`config.mk`:
```
export PLATFORM = sky130hd
export DESIGN_NAME = debug_uart_tx_fifo
export DESIGN_NICKNAME = d
export VERILOG_FILES = /design/src/rtl/debug_uart_pkg.sv /design/src/rtl/debug_uart_sync_fifo.sv /design/src/rtl/debug_uart_tx_fifo.sv
export SDC_FILE = /design/constraint.sdc
export NUM_CORES = 1
export LEC_CHECK = 0
export ABC_AREA = 1
export BUFFER_PORTS_ARGS = -buffer_cell sky130_fd_sc_hd__buf_4
export CORE_ASPECT_RATIO = 1.5
export CORE_MARGIN = 2
export CORE_UTILIZATION = 64
export DETAILED_ROUTE_END_ITERATION = 7
export GPL_TIMING_DRIVEN = 0
export PLACE_DENSITY = 0.84
export SLEW_MARGIN = 25
export SYNTH_ARGS = -nofsm -noshare
export SYNTH_HDL_FRONTEND = slang
export SYNTH_SLANG_ARGS = --single-unit
```
`constraint.sdc`:
```
create_clock -name clk -period 6.3 [get_ports clk]
set_input_delay 1.26 -clock clk [delete_from_list [all_inputs] [get_ports clk]]
set_output_delay 1.26 -clock clk [all_outputs]
set_load 0.03 [all_outputs]
```
`src/rtl/debug_uart_pkg.sv`:
```
`default_nettype none
// +----------------------------------------------------------------------+
// | debug_uart_pkg : shared types and elaboration helpers for debug UART |
// | Revision       : 1.0                                                 |
// +----------------------------------------------------------------------+
package debug_uart_pkg;

  localparam int DATA_BITS = 8;

  typedef enum logic [2:0] {
    IDLE   = 3'd0,
    START  = 3'd1,
    DATA   = 3'd2,
    PARITY = 3'd3,
    STOP   = 3'd4
  } uart_state_t;

  function automatic int calc_div(input int clk_hz, input int bit_rate);
    return clk_hz / bit_rate;
  endfunction

  function automatic bit div_ok(input int div);
    return div >= 2;
  endfunction

  function automatic bit is_pow2(input int n);
    return (n >= 2) && ((n & (n - 1)) == 0);
  endfunction

endpackage
`default_nettype wire

```
`src/rtl/debug_uart_sync_fifo.sv`:
```
`default_nettype none
// +----------------------------------------------------------------------+
// | debug_uart_sync_fifo : 8-bit synchronous FIFO, accepts push when     |
// |                        full if a pop happens in the same cycle       |
// | Revision             : 1.0                                           |
// +----------------------------------------------------------------------+
module debug_uart_sync_fifo #(
  parameter int DEPTH = 4,
  parameter int LW    = $clog2(DEPTH) + 1
) (
  input  logic          clk,
  input  logic          rst_n,
  input  logic          i_push,
  input  logic          i_pop,
  input  logic [7:0]    i_din,
  output logic [7:0]    o_dout,
  output logic          o_full,
  output logic          o_empty,
  output logic [LW-1:0] o_level
);
  localparam int AW = $clog2(DEPTH);

  logic [7:0]    r_mem [DEPTH];
  logic [AW-1:0] r_wr_ptr;
  logic [AW-1:0] r_rd_ptr;
  logic [LW-1:0] r_level;
  logic          w_do_push;
  logic          w_do_pop;

  assign w_do_pop  = i_pop && (r_level != '0);
  assign w_do_push = i_push && ((r_level != LW'(DEPTH)) || w_do_pop);

  always_ff @(posedge clk) begin
    if (w_do_push) begin
      r_mem[r_wr_ptr] <= i_din;
    end
  end

  // Pointers wrap naturally because DEPTH is a power of two.
  always_ff @(posedge clk or negedge rst_n) begin
    if (!rst_n) begin
      r_wr_ptr <= '0;
      r_rd_ptr <= '0;
      r_level  <= '0;
    end else begin
      if (w_do_push) r_wr_ptr <= r_wr_ptr + 1'b1;
      if (w_do_pop)  r_rd_ptr <= r_rd_ptr + 1'b1;
      if (w_do_push && !w_do_pop)      r_level <= r_level + 1'b1;
      else if (w_do_pop && !w_do_push) r_level <= r_level - 1'b1;
    end
  end

  assign o_dout  = r_mem[r_rd_ptr];
  assign o_full  = (r_level == LW'(DEPTH));
  assign o_empty = (r_level == '0);
  assign o_level = r_level;

endmodule
`default_nettype wire

```
`src/rtl/debug_uart_tx_fifo.sv`:
```
`default_nettype none
// +----------------------------------------------------------------------+
// | debug_uart_tx_fifo : debug UART transmitter with write-side FIFO,    |
// |                      back-to-back 8N1/8N2 frames.                    |
// |                      Define DEBUG_UART_PARITY_EN for a parity bit.   |
// | Revision           : 1.0                                             |
// +----------------------------------------------------------------------+
module debug_uart_tx_fifo
  import debug_uart_pkg::*;
#(
  parameter int CLK_HZ     = 14_000_000,
  parameter int BIT_RATE   = 1_000_000,
  parameter int FIFO_DEPTH = 4,
  parameter int STOP_BITS  = 1
`ifdef DEBUG_UART_PARITY_EN
  ,
  parameter bit PARITY_ODD = 1'b0
`endif
) (
  input  logic                        clk,
  input  logic                        rst_n,
  input  logic                        i_wr_en,
  input  logic [7:0]                  i_wr_data,
  input  logic                        i_clr_overflow,
  output logic                        o_uart_txd,
  output logic                        o_tx_busy,
  output logic                        o_fifo_full,
  output logic [$clog2(FIFO_DEPTH):0] o_fifo_level,
  output logic                        o_overflow
);
  localparam int DIV = calc_div(CLK_HZ, BIT_RATE);
  localparam int DW  = (DIV > 1) ? $clog2(DIV) : 1;
  localparam int LW  = $clog2(FIFO_DEPTH) + 1;
  localparam logic [DW-1:0] C_DIV_LAST  = DW'(DIV - 1);
  localparam logic [2:0]    C_STOP_LAST = 3'(STOP_BITS - 1);
  localparam logic [2:0]    C_BIT_LAST  = 3'(DATA_BITS - 1);

  if (!div_ok(DIV)) begin : g_chk_div
    $error("debug_uart_tx_fifo: CLK_HZ/BIT_RATE must be at least 2");
  end
  if (!is_pow2(FIFO_DEPTH)) begin : g_chk_depth
    $error("debug_uart_tx_fifo: FIFO_DEPTH must be a power of two >= 2");
  end
  if (STOP_BITS != 1 && STOP_BITS != 2) begin : g_chk_stop
    $error("debug_uart_tx_fifo: STOP_BITS must be 1 or 2");
  end

  uart_state_t   r_state;
  logic [DW-1:0] r_div;
  logic [2:0]    r_bit;
  logic [7:0]    r_shift;
  logic          r_txd;
  logic          r_ovf;
  logic          w_tick;
  logic          w_stop_end;
  logic          w_pop;
  logic          w_drop;
  logic          w_empty;
  logic          w_full;
  logic [7:0]    w_dout;
  logic [LW-1:0] w_level;
`ifdef DEBUG_UART_PARITY_EN
  logic          r_par;
`endif

  assign w_tick     = (r_div == C_DIV_LAST);
  assign w_stop_end = (r_state == STOP) && w_tick && (r_bit == C_STOP_LAST);
  assign w_pop      = !w_empty && ((r_state == IDLE) || w_stop_end);
  assign w_drop     = i_wr_en && w_full && !w_pop;

  debug_uart_sync_fifo #(
    .DEPTH (FIFO_DEPTH),
    .LW    (LW)
  ) u_fifo (
    .clk     (clk),
    .rst_n   (rst_n),
    .i_push  (i_wr_en),
    .i_pop   (w_pop),
    .i_din   (i_wr_data),
    .o_dout  (w_dout),
    .o_full  (w_full),
    .o_empty (w_empty),
    .o_level (w_level)
  );

  always_ff @(posedge clk or negedge rst_n) begin
    if (!rst_n) begin
      r_state <= IDLE;
      r_div   <= '0;
      r_bit   <= '0;
      r_shift <= '0;
      r_txd   <= 1'b1;
`ifdef DEBUG_UART_PARITY_EN
      r_par   <= 1'b0;
`endif
    end else begin
      r_div <= (r_state == IDLE || w_tick) ? '0 : r_div + 1'b1;
      if (w_pop) begin
        r_shift <= w_dout;
`ifdef DEBUG_UART_PARITY_EN
        r_par   <= (^w_dout) ^ PARITY_ODD;
`endif
      end
      case (r_state)
        IDLE: begin
          if (w_pop) begin
            r_state <= START;
            r_txd   <= 1'b0;
          end
        end
        START: begin
          if (w_tick) begin
            r_state <= DATA;
            r_txd   <= r_shift[0];
            r_shift <= {1'b0, r_shift[7:1]};
            r_bit   <= '0;
          end
        end
        DATA: begin
          if (w_tick) begin
            if (r_bit == C_BIT_LAST) begin
`ifdef DEBUG_UART_PARITY_EN
              r_state <= PARITY;
              r_txd   <= r_par;
`else
              r_state <= STOP;
              r_txd   <= 1'b1;
`endif
              r_bit   <= '0;
            end else begin
              r_txd   <= r_shift[0];
              r_shift <= {1'b0, r_shift[7:1]};
              r_bit   <= r_bit + 1'b1;
            end
          end
        end
`ifdef DEBUG_UART_PARITY_EN
        PARITY: begin
          if (w_tick) begin
            r_state <= STOP;
            r_txd   <= 1'b1;
            r_bit   <= '0;
          end
        end
`endif
        STOP: begin
          // A queued byte starts its frame straight out of the last stop bit.
          if (w_tick) begin
            if (r_bit != C_STOP_LAST) begin
              r_bit <= r_bit + 1'b1;
            end else if (w_pop) begin
              r_state <= START;
              r_txd   <= 1'b0;
            end else begin
              r_state <= IDLE;
              r_txd   <= 1'b1;
            end
          end
        end
        default: begin
          r_state <= IDLE;
          r_txd   <= 1'b1;
        end
      endcase
    end
  end

  // A dropped push outranks a simultaneous clear.
  always_ff @(posedge clk or negedge rst_n) begin
    if (!rst_n) begin
      r_ovf <= 1'b0;
    end else if (w_drop) begin
      r_ovf <= 1'b1;
    end else if (i_clr_overflow) begin
      r_ovf <= 1'b0;
    end
  end

  assign o_uart_txd   = r_txd;
  assign o_tx_busy    = (r_state != IDLE) || (w_level != '0);
  assign o_fifo_full  = w_full;
  assign o_fifo_level = w_level;
  assign o_overflow   = r_ovf;

endmodule
`default_nettype wire

```
==> results.yml <==
timing:
  slew_headroom: 0.485
  fin_worst_skew_ns: 0.0101
  rsz0062_at_grt: "false"
  period_share: 0.444
  post-route-worst-setup-slack_ns: 3.50
  timing.fmax_mhz: 358
  final.min_clock_period_ns: 2.80
  drv_slew: 0
  finalHoldViolCount: 0
  tightest_slew_ns: 0.769
  finalSetupViolCount: 0
  tns_ns: 0
worst_setup_path:
  arrival_ns: 1.54
  r2r_start: "r_bit[0]$_DFFE_PN0P_"
  reg2reg_depth: 14
  path_class: "reg -> out"
  cp.required_ns: 5.04
  timing.critical_path.from: "u_fifo.o_level[0]$_DFFE_PN0P_"
  crit_path_end_kind: "output pin"
  start_kind: "flip-flop"
  crit_fanout: 7
finish:
  seq_area_mm2: 0.00164
  fillCellCount: 293
  fin_nets: 340
  drive_above_1_share: 0.171
  syn2layout_area_growth_pct: 14.1
  multiInputGateArea_mm2: 0.00101
  antenna_cells: 0
routing:
  postRouteAntennaNets: 0
  via_count: 2001
  wl_per_cell_um: 13.9
  drt_iter0_markers: 101
  route.final.wire_length_mm: 5.12
  remaining_drc_errors: 0
  drt_pass1_iterations: 4
  viasPerCell: 5.44
cts:
  max-clock-path-buffers: 2
  path_clk_slew_ns: 0.07
  cts_buffers: 9
  cts_tree: "yes"
  hold_buffers: 0
  cts_setup_buffers: 0
  cts_resized: 0
  root_buffer: "clkbuf_8"
  cts.sinks: 59
  clock_latency_ns: 0.34
  htreeDepth: 3
synthesis:
  synth_seq_area_share: 0.578
  ys_types: 30
  syn_area_mm2: 0.00283
  syn_avg_cell_area_um2: 9.83
  ys_ff_latch: 59
  yosys_warnings: 0
  synth_nets: 311
  netlist_instances: 288
floorplanning:
  initial_utilization: 0.667
  rows: 29
  core_mm2: 0.00425
  die_w_um: 58.3
  die_h_um: 85.5
  die_area_mm2: 0.00498
  io_pins: 19
worst_hold_path:
  hold_path.class: "reg -> reg"
  whs_path_depth: 1
  hold_start: "r_div[0]$_DFF_PN0_"
power:
  power_switching_w: 0.000298
  power.density_mw_per_mm2: 327
  seq_power_share: 0.475
  switching_share: 0.282
  internal-power_w: 0.000759
  leakagePower_nw: 1.47
  ir_worst_vdd_mv: 0.344
  p_clk_frac: 0.345
  combPwrFrac: 0.180
grt:
  grt_usage: 0.240
  grt_pass1_vias: 2014
  grt_max_degree: 28
  grt_pass1_wl_mm: 8.72
  grt-ovfl-total: 0
  antenna_found_initial: 0
place:
  place_congestion: 0.820
  io_buffers: 18
  dp_slack_ns: 3.69
  dpl.hpwl_mm: 3.48
outcome:
  status: "finished, final reports clean"
job:
  maxCapViolations: 0
## final cells by class
| cell class | instances | area share |
|---|---|---|
| plain buffers | 5 | 0.0105 |
| clock buffers | 10 | 0.0395 |
| clock inverters | 6 | 0.0248 |
| inverters | 40 | 0.0465 |
| multi-input cells | 184 | 0.312 |
| flip-flops and latches | 59 | 0.507 |
| well taps | 46 | 0.0178 |
| repair buffers | 18 | 0.0418 |
## layer usage
layer / routed length, um / track usage / vias up
met5: 0 / 0 / -
li1: - / - / 1004
met4: 158 / 0.159 / 0
met1: 2050 / 0.263 / 936
met2: 2750 / 0.414 / 47
met3: 152 / 0.0381 / 14
## kinds of logic after synthesis
family                     after synthesis  synth area share
DFF                                     59             0.578
adders and majority gates               11            0.0513
and+or+nand+nor                        135             0.219
muxes                                    1           0.00398
xor gates and xnor gates                 7            0.0217
buffers and inverters                   45            0.0650
AOI/OAI and AO/OA                       30            0.0605
## layout by cell type, fill, tap and decap left out, types with 2 or more instances in the layout
master and count:
nand2_1 71, inv_1 34, edfxtp_1 32, nand3_1 29, dfrtp_1 26, nor2_1 20
buf_4 18, o21ai_0 15, ha_1 10, a21oi_1 9, clkbuf_8 9, inv_2 5
nand4_1 5, xor2_1 5, clkinv_2 4, buf_2 3, nand2_2 3, o22ai_1 3
nand3_4 2, nand2_4 2, xnor2_1 2, clkbuf_1 2, bufinv_16 2
## power by group through the flow
stage / logic, W / clock network [W] / registers (W)
finish: 0.000190 / 0.000364 / 0.000502
global route: 0.000215 / 0.000387 / 0.000508
CTS: 0.000194 / 0.000370 / 0.000503
detailed placement: 0.000192 / 0 / 0.000510
global placement: 0.000187 / 0 / 0.000507
floorplan: 0.000105 / 0 / 0.000527
## synth_stat cells (all sizes together)
library cell | count | area, um2
nand2 | 76 | 308
xor2 | 5 | 43.8
edfxtp | 32 | 961
ha | 10 | 125
buf | 4 | 30.0
o21ai | 15 | 75.1
a21oi | 11 | 70.1
dfrtp | 26 | 651
fa | 1 | 20.0
nor2 | 21 | 86.3
xnor2 | 2 | 17.5
clkinv | 1 | 3.75
nand3 | 32 | 190
o21a | 1 | 7.51
mux2 | 1 | 11.3
o22ai | 3 | 18.8
clkbuf | 1 | 3.75
nand4 | 5 | 31.3
dfstp | 1 | 26.3
inv | 39 | 146
nor3 | 1 | 5.00
## registers in the layout, summed over array words and instances, names as in the netlist
name             count
r_state              3
u_fifo.r_rd_ptr      2
o_overflow           1
u_fifo.o_level       3
r_shift              8
u_fifo.r_wr_ptr      2
r_div                4
o_uart_txd           1
u_fifo.r_mem        32
r_bit                3
## worst paths after layout
kind | slack [ns] | end
max | 3.50 | o_tx_busy
min | 0.49 | r_div[0]$_DFF_PN0_
max reg2reg | 3.70 | u_fifo.o_level[2]$_DFFE_PN0P_
min reg2reg | 0.49 | r_div[0]$_DFF_PN0_
max in group asynchronous | 5.17 | o_uart_txd$_DFFE_PN1P_
min in group asynchronous | 0.82 | r_div[2]$_DFF_PN0_
## metrics by stage
stage               hold slack (ns)  total power, W  cells  area [um2]   util
floorplan                     0.449        0.000633    288        2830      -
global route                  0.513         0.00111    368        3230  0.761
global placement              0.466        0.000694    352        3020  0.712
finish                        0.492         0.00106    368        3230  0.761
detailed placement            0.480        0.000702    352        3020  0.712
CTS                           0.496         0.00107    368        3230  0.761
## critical path: stages (launching register included)
cell and delay, ns:
dfrtp_1 0.45, nor2_1 0.12, nand2_1 0.21, nor2_1 0.20, inv_1 0.05, buf_4 0.16
Power figures use the tool's default switching activity.
